### src/rtl/mux8way16_pkg.sv
// Shared types and sizes for the 8-way 16-bit round-robin collector.
package mux8way16_pkg;

  localparam int unsigned N_WAYS         = 8;
  localparam int unsigned SEL_W          = 3;
  localparam int unsigned DATA_W_DEFAULT = 16;

  typedef logic [SEL_W-1:0] sel_t;

  typedef enum logic {
    ST_EMPTY = 1'b0,
    ST_FULL  = 1'b1
  } mux_state_e;

endpackage

### src/rtl/mux8way16_rr_if.sv
// Producer/consumer bundle for mux8way16_rr; in_last/out_last exist only
// when MUX8WAY16_BURST_LOCK_EN is defined.
interface mux8way16_rr_if #(
  parameter int unsigned DATA_W = mux8way16_pkg::DATA_W_DEFAULT
);
  import mux8way16_pkg::*;

  logic [N_WAYS*DATA_W-1:0] in_data;
  logic [N_WAYS-1:0]        in_valid;
  logic [N_WAYS-1:0]        in_ready;
`ifdef MUX8WAY16_BURST_LOCK_EN
  logic [N_WAYS-1:0]        in_last;
  logic                     out_last;
`endif
  logic [DATA_W-1:0]        out_data;
  sel_t                     out_sel;
  logic                     out_valid;
  logic                     out_ready;

  // Producers and consumer side (bench / surrounding fabric)
  modport master (
    output in_data, in_valid,
`ifdef MUX8WAY16_BURST_LOCK_EN
    output in_last, input out_last,
`endif
    input  in_ready, out_data, out_sel, out_valid,
    output out_ready
  );

  // Collector side
  modport slave (
    input  in_data, in_valid,
`ifdef MUX8WAY16_BURST_LOCK_EN
    input  in_last, output out_last,
`endif
    output in_ready, out_data, out_sel, out_valid,
    input  out_ready
  );

endinterface

### src/rtl/mux8way16_rr_arbiter8.sv
// Combinational 8-way round-robin arbiter: first requester at or after ptr wins.
module rr_arbiter8
  import mux8way16_pkg::*;
(
  input  logic [N_WAYS-1:0] req,
  input  sel_t              ptr,
  input  logic              en,
  output logic [N_WAYS-1:0] grant,
  output sel_t              grant_idx,
  output logic              grant_any
);

  sel_t ch;

  always_comb begin
    grant     = '0;
    grant_idx = '0;
    grant_any = 1'b0;
    ch        = ptr;
    for (int k = 0; k < int'(N_WAYS); k++) begin
      ch = ptr + sel_t'(k);
      if (en && req[ch] && !grant_any) begin
        grant_any = 1'b1;
        grant_idx = ch;
        grant[ch] = 1'b1;
      end
    end
  end

endmodule

### src/rtl/mux8way16_rr.sv
// Registered 8-to-1 collector with round-robin arbitration and a one-entry
// output register. Define MUX8WAY16_BURST_LOCK_EN to hold a grant across bursts.
module mux8way16_rr
  import mux8way16_pkg::*;
#(
  parameter int unsigned DATA_W = DATA_W_DEFAULT
) (
  input  logic           clk,
  input  logic           rst,
  mux8way16_rr_if.slave  bus
);

  mux_state_e        state_q, state_d;
  logic [DATA_W-1:0] out_data_q, out_data_d;
  sel_t              out_sel_q, out_sel_d;
  sel_t              ptr_q, ptr_d;

  logic              load_c;
  logic              arb_en_c;
  logic [N_WAYS-1:0] req_c;
  logic [N_WAYS-1:0] grant_c;
  sel_t              grant_idx_c;
  logic              grant_any_c;
  logic [DATA_W-1:0] words_c [N_WAYS];

`ifdef MUX8WAY16_BURST_LOCK_EN
  logic lock_q, lock_d;
  logic out_last_q, out_last_d;
  logic word_last_c;

  // While locked only the channel that opened the burst may compete.
  assign req_c       = lock_q ? (bus.in_valid & (N_WAYS'(1) << out_sel_q)) : bus.in_valid;
  assign word_last_c = bus.in_last[grant_idx_c];
`else
  assign req_c = bus.in_valid;
`endif

  // No grant may be offered while reset is held.
  assign arb_en_c = load_c && !rst;

  rr_arbiter8 u_arb (
    .req       (req_c),
    .ptr       (ptr_q),
    .en        (arb_en_c),
    .grant     (grant_c),
    .grant_idx (grant_idx_c),
    .grant_any (grant_any_c)
  );

  always_comb begin
    for (int i = 0; i < int'(N_WAYS); i++) begin
      words_c[i] = bus.in_data[i*int'(DATA_W) +: DATA_W];
    end
  end

  // State register
  always_ff @(posedge clk or posedge rst) begin
    if (rst) begin
      state_q <= ST_EMPTY;
    end else begin
      state_q <= state_d;
    end
  end

  // Next-state logic; a grant implies a transfer because grants need load=1
  always_comb begin
    state_d = state_q;
    case (state_q)
      ST_EMPTY: if (grant_any_c) state_d = ST_FULL;
      ST_FULL:  if (bus.out_ready && !grant_any_c) state_d = ST_EMPTY;
      default:  state_d = ST_EMPTY;
    endcase
  end

  // Output / datapath logic
  always_comb begin
    load_c     = (state_q == ST_EMPTY) || bus.out_ready;
    out_data_d = out_data_q;
    out_sel_d  = out_sel_q;
    ptr_d      = ptr_q;
`ifdef MUX8WAY16_BURST_LOCK_EN
    lock_d     = lock_q;
    out_last_d = out_last_q;
`endif
    if (grant_any_c) begin
      out_data_d = words_c[grant_idx_c];
      out_sel_d  = grant_idx_c;
`ifdef MUX8WAY16_BURST_LOCK_EN
      out_last_d = word_last_c;
      lock_d     = !word_last_c;
      if (word_last_c) ptr_d = grant_idx_c + sel_t'(1);
`else
      ptr_d      = grant_idx_c + sel_t'(1);
`endif
    end
  end

  always_ff @(posedge clk or posedge rst) begin
    if (rst) begin
      out_data_q <= '0;
      out_sel_q  <= '0;
      ptr_q      <= '0;
`ifdef MUX8WAY16_BURST_LOCK_EN
      lock_q     <= 1'b0;
      out_last_q <= 1'b0;
`endif
    end else begin
      out_data_q <= out_data_d;
      out_sel_q  <= out_sel_d;
      ptr_q      <= ptr_d;
`ifdef MUX8WAY16_BURST_LOCK_EN
      lock_q     <= lock_d;
      out_last_q <= out_last_d;
`endif
    end
  end

  assign bus.in_ready  = grant_c;
  assign bus.out_data  = out_data_q;
  assign bus.out_sel   = out_sel_q;
  assign bus.out_valid = (state_q == ST_FULL);
`ifdef MUX8WAY16_BURST_LOCK_EN
  assign bus.out_last  = out_last_q;
`endif

endmodule
### src/flat_wrapper.sv
// flat-port wrapper written by rule: the top's interface ports become plain ports
module mux8way16_rr_flat import mux8way16_pkg::*;
#(
  parameter int unsigned DATA_W = DATA_W_DEFAULT
)
  (clk, rst, bus_in_data, bus_in_valid, bus_in_ready, bus_out_data, bus_out_sel, bus_out_valid, bus_out_ready);
  mux8way16_rr_if #(.DATA_W(DATA_W)) bus_i ();
  input  logic clk;
  input  logic rst;
  input wire logic [$bits(bus_i.in_data)-1:0] bus_in_data;
  input wire logic [$bits(bus_i.in_valid)-1:0] bus_in_valid;
  output wire logic [$bits(bus_i.in_ready)-1:0] bus_in_ready;
  output wire logic [$bits(bus_i.out_data)-1:0] bus_out_data;
  output wire logic [$bits(bus_i.out_sel)-1:0] bus_out_sel;
  output wire logic [$bits(bus_i.out_valid)-1:0] bus_out_valid;
  input wire logic [$bits(bus_i.out_ready)-1:0] bus_out_ready;
  assign bus_i.in_data = bus_in_data;
  assign bus_i.in_valid = bus_in_valid;
  assign bus_in_ready = bus_i.in_ready;
  assign bus_out_data = bus_i.out_data;
  assign bus_out_sel = bus_i.out_sel;
  assign bus_out_valid = bus_i.out_valid;
  assign bus_i.out_ready = bus_out_ready;
  mux8way16_rr #(.DATA_W(DATA_W)) u_core (.clk(clk), .rst(rst), .bus(bus_i));
endmodule
### config.mk
export PLATFORM = sky130hd
export DESIGN_NAME = mux8way16_rr_flat
export DESIGN_NICKNAME = d
export VERILOG_FILES = /design/src/rtl/mux8way16_pkg.sv /design/src/rtl/mux8way16_rr_if.sv /design/src/rtl/mux8way16_rr_arbiter8.sv /design/src/rtl/mux8way16_rr.sv /design/src/flat_wrapper.sv
export SDC_FILE = /design/constraint.sdc
export NUM_CORES = 1
export LEC_CHECK = 0
export CELL_PAD_IN_SITES_DETAIL_PLACEMENT = 0
export CELL_PAD_IN_SITES_GLOBAL_PLACEMENT = 1
export CORE_ASPECT_RATIO = 0.9
export CORE_MARGIN = 2
export CORE_UTILIZATION = 31
export DETAILED_ROUTE_END_ITERATION = 10
export GPL_TIMING_DRIVEN = 0
export PLACE_DENSITY_LB_ADDON = 0.1
export RECOVER_POWER = 50
export SETUP_SLACK_MARGIN = 0.05
export SYNTH_ARGS = -nofsm -noshare
export SYNTH_HDL_FRONTEND = slang
export SYNTH_HIERARCHICAL = 1
export SYNTH_SLANG_ARGS = --single-unit
### constraint.sdc
create_clock -name clk -period 14.2 [get_ports clk]
set_input_delay 2.84 -clock clk [delete_from_list [all_inputs] [get_ports clk]]
set_output_delay 2.84 -clock clk [all_outputs]
set_load 0.005 [all_outputs]
; Word-level counts from Yosys, hierarchy flattened
; Cells that the tools add are included.
[classes]
bitwise_logic = 9
n_shift = 0
n_eq_ne = 0
magnitude_cmp = 17
n_reduce_logical = 35
mux = 62
multipliers = 0
n_addsub = 8
div_mod_pow = 0
[op_table]
columns = operator, n
row1 = $mux 8, 8
row2 = $or 8x8->8, 7
row3 = $bmux 16 s3, 1
row4 = $lt 3x4->1 const B, 8
row5 = $mux 16, 2
row6 = $mux 1, 26
row7 = $logic_and 1x1->1, 25
row8 = $bmux 1 s3, 8
row9 = $demux 1 s3, 8
row10 = $ge 3x1->1 const B, 8
row11 = $mux 3, 8
row12 = $add 3x3->3 const B, 4
row13 = $logic_not 1->1, 9
row14 = $add 3x1->3 const B, 2
row15 = $add 3x2->3 const B, 2
row16 = $ge 4x4->1 const B, 1
row17 = $not 3->4, 1
row18 = $pmux 1 s2, 1
row19 = $logic_or 1x1->1, 1
row20 = $not 1->1, 1
[totals]
mem_bits_ro = 0
ramBits = 0
output_inout_bits = 28
latchBits = 0
elab_cells = 135
mem_count = 0
regBits = 23

; Logic depth before layout (Yosys ltp)
; Gate-level depths: netlist (run 1).
[logic_depth]
depth_word = 30
ltp_mapped = 18

; Modules after synthesis
; The synthesis (run 1) kept the hierarchy.
[by_module_without_submodules]
columns = mod, cells_each, seq_area_each_um2, area_each_um2, instances
row1 = mux8way16_rr, 134, 575.6, 1735.4, 1
row2 = rr_arbiter8, 152, 0.0, 1268.7, 1

; Worst setup path before layout (run 1)
; OpenSTA, ideal clock, no wires.
[synth_timing]
path_kind = in2out
start = input bus_in_valid[4]
end = output bus_in_ready[0]
path_slack_ns = 6.401
arrival_time_ns = 4.959
path_stages = 7
required_time_ns = 11.360
cell_sequence = mux4_2 mux2i_2 nor4b_4 or3b_4 nor4b_4 a211oi_2 mux2i_1
[synth_via]
elab_chain_len = 25
[synth_lines]
columns = item, line
row1 = from (decl), flat_wrapper.sv:11  ; input wire logic [$bits(bus_i.in_valid)-1:0] bus_in_valid;
row2 = $bmux 1 s3, mux8way16_rr_arbiter8.sv:22  ; if (en && req[ch] && !grant_any) begin
row3 = $mux 1 (not written as such), mux8way16_rr_arbiter8.sv:22
row4 = $logic_and 1x1->1, mux8way16_rr_arbiter8.sv:22
row5 = $mux 1, mux8way16_rr_arbiter8.sv:22
row6 = $logic_not 1->1, mux8way16_rr_arbiter8.sv:22
row7 = $logic_and 1x1->1, mux8way16_rr_arbiter8.sv:22
row8 = $mux 1, mux8way16_rr_arbiter8.sv:22
row9 = $logic_not 1->1, mux8way16_rr_arbiter8.sv:22
row10 = [... 9 more ...], -
row11 = $logic_and 1x1->1, mux8way16_rr_arbiter8.sv:22
row12 = $mux 1, mux8way16_rr_arbiter8.sv:22
row13 = $logic_not 1->1, mux8way16_rr_arbiter8.sv:22
row14 = $logic_and 1x1->1, mux8way16_rr_arbiter8.sv:22
row15 = $mux 1, mux8way16_rr_arbiter8.sv:22
row16 = $logic_not 1->1, mux8way16_rr_arbiter8.sv:22
row17 = $logic_and 1x1->1, mux8way16_rr_arbiter8.sv:22
row18 = $mux 8 *, mux8way16_rr_arbiter8.sv:22
row19 = to (decl), flat_wrapper.sv:12  ; output wire logic [$bits(bus_i.in_ready)-1:0] bus_in_ready;
; Every way passes the cells marked *; elsewhere a longest branch is shown, timed or not. The select of a mux whose other input is x is not followed.

; Worst setup path in the final report (run 1)
[layout_timing]
start = input bus_in_valid[7]
end = output bus_in_ready[2]
; Same word-level chain as after synthesis.

==> results of run 1 <==
## cell type report
cell class / count / area share [%]
Multi-Input combinational cell: 229 / 46.1
Timing Repair Buffer: 166 / 34.1
Sequential cell: 23 / 11.8
Tap cell: 126 / 3.24
Buffer: 21 / 2.78
Inverter: 13 / 1.00
Clock buffer: 4 / 0.925
## routing by layer
metal  vias to the layer above  track usage (%)  share of wire, %
li1                       1520                -                 -
met1                      1550             29.5                43
met2                       116             37.3                50
met3                        10             3.69               5.9
met4                         0             3.35              0.96
met5                         -                0                 0
## final timing paths
| kind | to | start | cells past startpoint | slack (ns) |
|---|---|---|---|---|
| max in group asynchronous | u_core/bus.out_data[11] | rst | 2 | 10.40 |
| worst max register to register | u_core/bus.out_data[4] | u_core/ptr_q[1] | 16 | 8.30 |
| worst min-delay path | u_core/bus.out_sel[1] | u_core/bus.out_sel[1] | 1 | 0.51 |
| worst max-delay path | bus_in_ready[2] | bus_in_valid[7] | 9 | 4.96 |
| worst min register to register | u_core/bus.out_sel[1] | u_core/bus.out_sel[1] | 1 | 0.51 |
| min in group asynchronous | u_core/bus.out_valid | rst | 2 | 3.24 |
## power groups by stage
| stage | registers [W] | logic, W | clock network (W) |
|---|---|---|---|
| floorplan | 0.000127 | 0.000702 | 0 |
| global placement | 0.000128 | 0.000995 | 0 |
| detailed placement | 0.000128 | 0.00101 | 0 |
| CTS | 0.000128 | 0.00101 | 0.0000430 |
| global route | 0.000132 | 0.00108 | 0.0000453 |
| finish | 0.000126 | 0.000996 | 0.0000413 |
## worst max-delay path, stage by stage
cell and delay, ns:
clkdlybuf4s50_1 0.53, mux4_2 0.57, mux2i_2 0.34, nor4b_4 0.28
or3b_4 0.45, nor4b_4 0.53, a221oi_2 0.15, mux2i_1 0.18
clkdlybuf4s50_1 0.52
## state kept, by name, indices dropped and copies added, names as in the netlist
signal,count
u_core/bus.out_data,16
u_core/bus.out_sel,3
u_core/bus.out_valid,1
u_core/ptr_q,3
## placed cells by master (no fill, tap or decap), types with 4 or more instances in the layout
cell type        Yosys  routed
dlygate4sd3_1        0      15
mux2i_1             51      51
a21oi_1              4       4
o21ai_1              4       4
a221o_1             16      16
nand3_1              4       4
buf_2                5       5
o21ai_0              5       5
mux2_2               8       8
o22ai_1             24      24
ha_1                 7       7
clkbuf_1             7       8
nor3_1               6       6
inv_1               11      11
o2111ai_1            7       7
dfrtp_1             23      23
clkdlybuf4s50_1      0     151
mux4_2              25      25
nor2_1              11      11
nand2_1             13      13
## kinds of logic (layout without fill, tap and decap cells)
logic type	Yosys count	after routing	share of synthesized area (%)
muxes	87	87	40.1
AOI/OAI and AO/OA	80	80	20.7
and+or+nand+nor	50	50	9.58
buffers and inverters	34	204	6.12
DFF	23	23	19.2
adders and majority gates	7	7	2.92
xor gates and xnor gates	5	5	1.46
## through the flow
stage | util, % | std cells | power [W] | hold WS, ns | setup WS, ns
after floorplan | - | 286 | 0.000829 | 0.499 | 6.40
after global placement | 50.6 | 578 | 0.00112 | 0.490 | 5.03
after detailed placement | 50.6 | 578 | 0.00113 | 0.496 | 5.00
after CTS | 51.1 | 582 | 0.00118 | 0.515 | 4.99
after global routing | 51.1 | 582 | 0.00126 | 0.526 | 4.83
final | 51.1 | 582 | 0.00116 | 0.506 | 4.96
==> impl_metrics.csv, run 1 <==
group,metric,value,unit
outcome,status,"complete, no violations",
power_and_ir_drop,power_density,239,mW/mm^2
detailed_routing,vias_per_cell,5.49,
worst_setup_path,worstSetupStartpointType,"input pin",
synth,synthTopCellsByCount,"mux2i_1, mux4_2, o22ai_1",
worst_setup_path,crit_type,"input pin to primary output",
die,io_pins,167,
grt,antenna_found_initial,0,
job,drv_cap,0,
placement,hpwl,9350,um
die,start_util,31.5,%
synth,synth_cells,286,
synth,synth_edf_count,0,
detailed_routing,wl,11300,um
power_and_ir_drop,swShare,46.6,%
die,dieArea,0.0105,sq mm
grt,overflow,0,
power_and_ir_drop,seqPwrFrac,10.9,%
sta,hold_viol,0,
synth,synth-seq-area-share,19.2,%
power_and_ir_drop,vdd_drop_max,0.0000916,V
synth,synth-seq-cells,23,
clocking,clock_latency,0.26,ns
detailed_routing,route.detailed.drc,0,
clocking,cts_root_buf,"clkbuf_8",
sta,slew_viol_final,0,
sta,period_minus_slack,9.24,ns
power_and_ir_drop,p_leak,1.90,nW
detailed_routing,vias,3196,
synth,syn_nets,432,
cells_and_area,final_area,0.00487,sq mm
synth,yosys_warnings,6,
power_and_ir_drop,combPwrFrac,85.6,%
worst_setup_path,end_kind,"primary output",
die,row_count,34,
power_and_ir_drop,p_int,0.000621,W
worst_setup_path,worst_ep_arrival_time,6.40,ns
clocking,numCtsBuffers,3,
cells_and_area,multi_input_area,0.00224,sq mm
sta,maxSlewHeadroom,38.7,%
synth,synth_area_leaders,"dfrtp_1, mux4_2, mux2i_1",
synth,synth_top_area_share,19.2,%
synth,yosysMostFrequentCell,"mux2i_1",
clocking,h-tree-depth,1,
synth,syn_avg_cell_area,10.5,sq um
synth,synth_top_cell_by_area,"dfrtp_1",
synth,ys_async_sr_fraction,100,%
clocking,post_cts_buffers,0,
grt,grt_pass1_wl,18000,um
sta,setup_tns,0,ns
worst_setup_path,required,11.36,ns
placement,place.gp.congestion,0.890,
worst_hold_path,hold_class,"flip-flop to flip-flop",
clocking,ctsHoldBuffers,0,
detailed_routing,first_pass_iters,4,
cells_and_area,n_antenna_cell,0,
synth,ys_types,52,
sta,worst_pin_slew,0.918,ns
detailed_routing,wire_per_inst,19.5,um
clocking,clk_pin_slew,0.08,ns
power_and_ir_drop,switching_power,0.000543,W
die,die_y,97.4,um
cells_and_area,regArea,576,sq um
synth,synth_ff_type,"dfrtp_1",
sta,finalCritPeriodShare,65.1,%
sta,rsz0062_at_grt,"no",
grt,grt_use_total,21.9,%
sta,setup_viol,0,
detailed_routing,drtIter0Drc,173,
cells_and_area,drive_gt1_share,12.9,%
power_and_ir_drop,pwr-share-clk,3.5,%
placement,port_buffers,166,
cells_and_area,nets,603,
synth,netlist_area,0.00300,sq mm
grt,grt_max_degree,24,
sta,clock_skew,0.00324,ns
cells_and_area,area_growth,62.1,%
clocking,ctsResizeCount,0,
die,core,0.00953,sq mm
clocking,cts_buffer_depth,2,
die,dieWidth,108,um
clocking,cts_tree,"built",
sta,fmax,108,MHz
detailed_routing,postRouteAntennaNets,0,
worst_setup_path,worst-path-max-fanout,7,
clocking,clkSinkCount,23,
placement,placed_area,0.00482,sq mm
cells_and_area,fillCellCount,908,
grt,grt_pass1_vias,3338,
No activity file was read; power rests on OpenSTA's default activity.
==> run 2: changes to the inputs <==
CORE_UTILIZATION = 26   (was 31)
clock period = 8.4 ns   (was 14.2 ns; I/O delays follow)
==> run 2 against run 1 <==
Worst hold slack got worse by 0.0078 ns. Clock power increased to 2.5 times the previous value. Sequential power increased by 71%. Clock skew decreased by 0.00058 ns. Non-clock buffer count unchanged. Clock-buffer cell count unchanged. Critical path type unchanged. Critical endpoint is now bus_in_ready[1]. Largest cell class unchanged. Largest power group unchanged.
==> impl_metrics.csv, run 2 (synthesis results as in run 1) <==
group,metric,value,unit
worst_setup_path,worstSetupStartpointType,"input pin",
clocking,cts_buffer_depth,2,
cells_and_area,largest_reg_flops,16,
detailed_routing,wl,11600,um
placement,port_buffers,166,
placement,dp_cells,608,
sta,clock_skew,0.00266,ns
placement,hpwl,9710,um
placement,place.gp.congestion,0.867,
cells_and_area,nets,603,
grt,grt_max_degree,24,
cells_and_area,fillCellCount,1109,
worst_hold_path,hold_class,"flip-flop to flip-flop",
grt,grt_pass1_wl,18200,um
grt,grt_pass1_vias,3335,
cells_and_area,multi_input_area,0.00224,sq mm
cells_and_area,layout_commonest_cell,"clkdlybuf4s50_1",
clocking,clock_latency,0.25,ns
clocking,h-tree-depth,1,
power_and_ir_drop,p_int,0.00108,W
cells_and_area,n_antenna_cell,0,
sta,setup_viol,0,
die,die_y,106,um
worst_setup_path,worst_ep_arrival_time,5.24,ns
sta,maxSlewHeadroom,35.8,%
sta,period_minus_slack,6.92,ns
detailed_routing,vias_per_cell,5.14,
die,core,0.0113,sq mm
sta,slew_viol_final,0,
power_and_ir_drop,p_leak,1.91,nW
cells_and_area,drive_gt1_share,12.9,%
detailed_routing,wire_per_inst,19.0,um
grt,grt_use_total,18.4,%
grt,antenna_found_initial,0,
worst_setup_path,end_kind,"primary output",
power_and_ir_drop,power_density,404,mW/mm^2
sta,rsz0062_at_grt,"no",
cells_and_area,layout_common_cells,"clkdlybuf4s50_1, mux2i_1, mux4_2, o22ai_1, dfrtp_1",
detailed_routing,route.detailed.drc,0,
sta,setup_tns,0,ns
sta,worst_pin_slew,0.962,ns
power_and_ir_drop,switching_power,0.000918,W
cells_and_area,regArea,576,sq um
sta,hold_viol,0,
worst_setup_path,crit_type,"input pin to primary output",
clocking,cts_tree,"built",
clocking,cts_root_buf,"clkbuf_16",
die,io_pins,167,
power_and_ir_drop,seqPwrFrac,10.8,%
placement,place_ws,1.52,ns
job,drv_cap,0,
power_and_ir_drop,swShare,46.0,%
clocking,clkSinkCount,23,
power_and_ir_drop,vdd_drop_max,0.000123,V
sta,fmax,145,MHz
die,dieWidth,117,um
sta,final.setup.worst_slack,1.48,ns
worst_setup_path,reg2reg_slack,2.51,ns
clocking,post_cts_buffers,0,
detailed_routing,postRouteAntennaNets,0,
die,dieArea,0.0124,sq mm
detailed_routing,first_pass_iters,4,
placement,placed_area,0.00486,sq mm
clocking,clk_pin_slew,0.06,ns
sta,finalCritPeriodShare,82.3,%
power_and_ir_drop,pwr-share-clk,5.2,%
cells_and_area,final_area,0.00494,sq mm
clocking,ctsResizeCount,0,
cells_and_area,fin_cells,612,
detailed_routing,drtIter0Drc,152,
clocking,ctsHoldBuffers,0,
detailed_routing,vias,3148,
worst_setup_path,worst-path-max-fanout,8,
clocking,numCtsBuffers,3,
power_and_ir_drop,combPwrFrac,84.0,%
grt,overflow,0,
die,row_count,37,
cells_and_area,area_growth,64.4,%
worst_setup_path,required,6.72,ns
outcome,status,"complete, no violations",
sta,hold_ws,0.498,ns
die,start_util,26.5,%
-- run 2: cell type report --
type,count,share of cell area [%]
Sequential cell,23,11.7
Timing Repair Buffer,166,33.6
Inverter,13,0.988
Buffer,21,2.74
Clock buffer,4,1.60
Multi-Input combinational cell,229,45.4
Tap cell,156,3.95
-- run 2: power by group through the flow --
stage	Sequential, W	Combinational (W)	Clock [W]
floorplan	0.000215	0.00119	0
global placement	0.000218	0.00170	0
detailed placement	0.000218	0.00170	0
CTS	0.000218	0.00170	0.000108
global route	0.000225	0.00182	0.000112
finish	0.000216	0.00168	0.000104
-- run 2: final timing paths --
kind	depth (start not counted)	end	startpoint
min in group asynchronous	2	u_core/bus.out_valid	rst
worst min-delay path	1	u_core/bus.out_valid	u_core/bus.out_valid
worst min register to register	1	u_core/bus.out_valid	u_core/bus.out_valid
max in group asynchronous	2	u_core/bus.out_data[3]	rst
worst max register to register	16	u_core/bus.out_data[10]	u_core/ptr_q[1]
worst max-delay path	9	bus_in_ready[1]	bus_in_valid[3]
-- run 2: worst max-delay path, stage by stage --
cell             delay [ns]
clkdlybuf4s50_1        0.57
mux4_2                 0.57
mux2i_2                0.34
nor4b_4                0.27
or3b_4                 0.46
nor4b_4                0.49
a211oi_2               0.16
mux2i_1                0.17
clkdlybuf4s50_1        0.53
-- run 2: per-stage QoR --
step	total power, W	utilization [%]
after floorplan	0.00140	-
after global placement	0.00192	42.9
after detailed placement	0.00192	42.9
after CTS	0.00203	43.6
after global routing	0.00216	43.6
final	0.00200	43.6
-- run 2: metal layers --
metal | part of all wire [%] | up-vias | wire [um] | global-route usage, %
li1 | - | 1520 | - | -
met1 | 45 | 1510 | 5190 | 24.8
met2 | 49 | 110 | 5710 | 31.6
met3 | 5.6 | 8 | 655 | 3.43
met4 | 0.75 | 0 | 87 | 2.58
met5 | 0 | - | 0 | 0
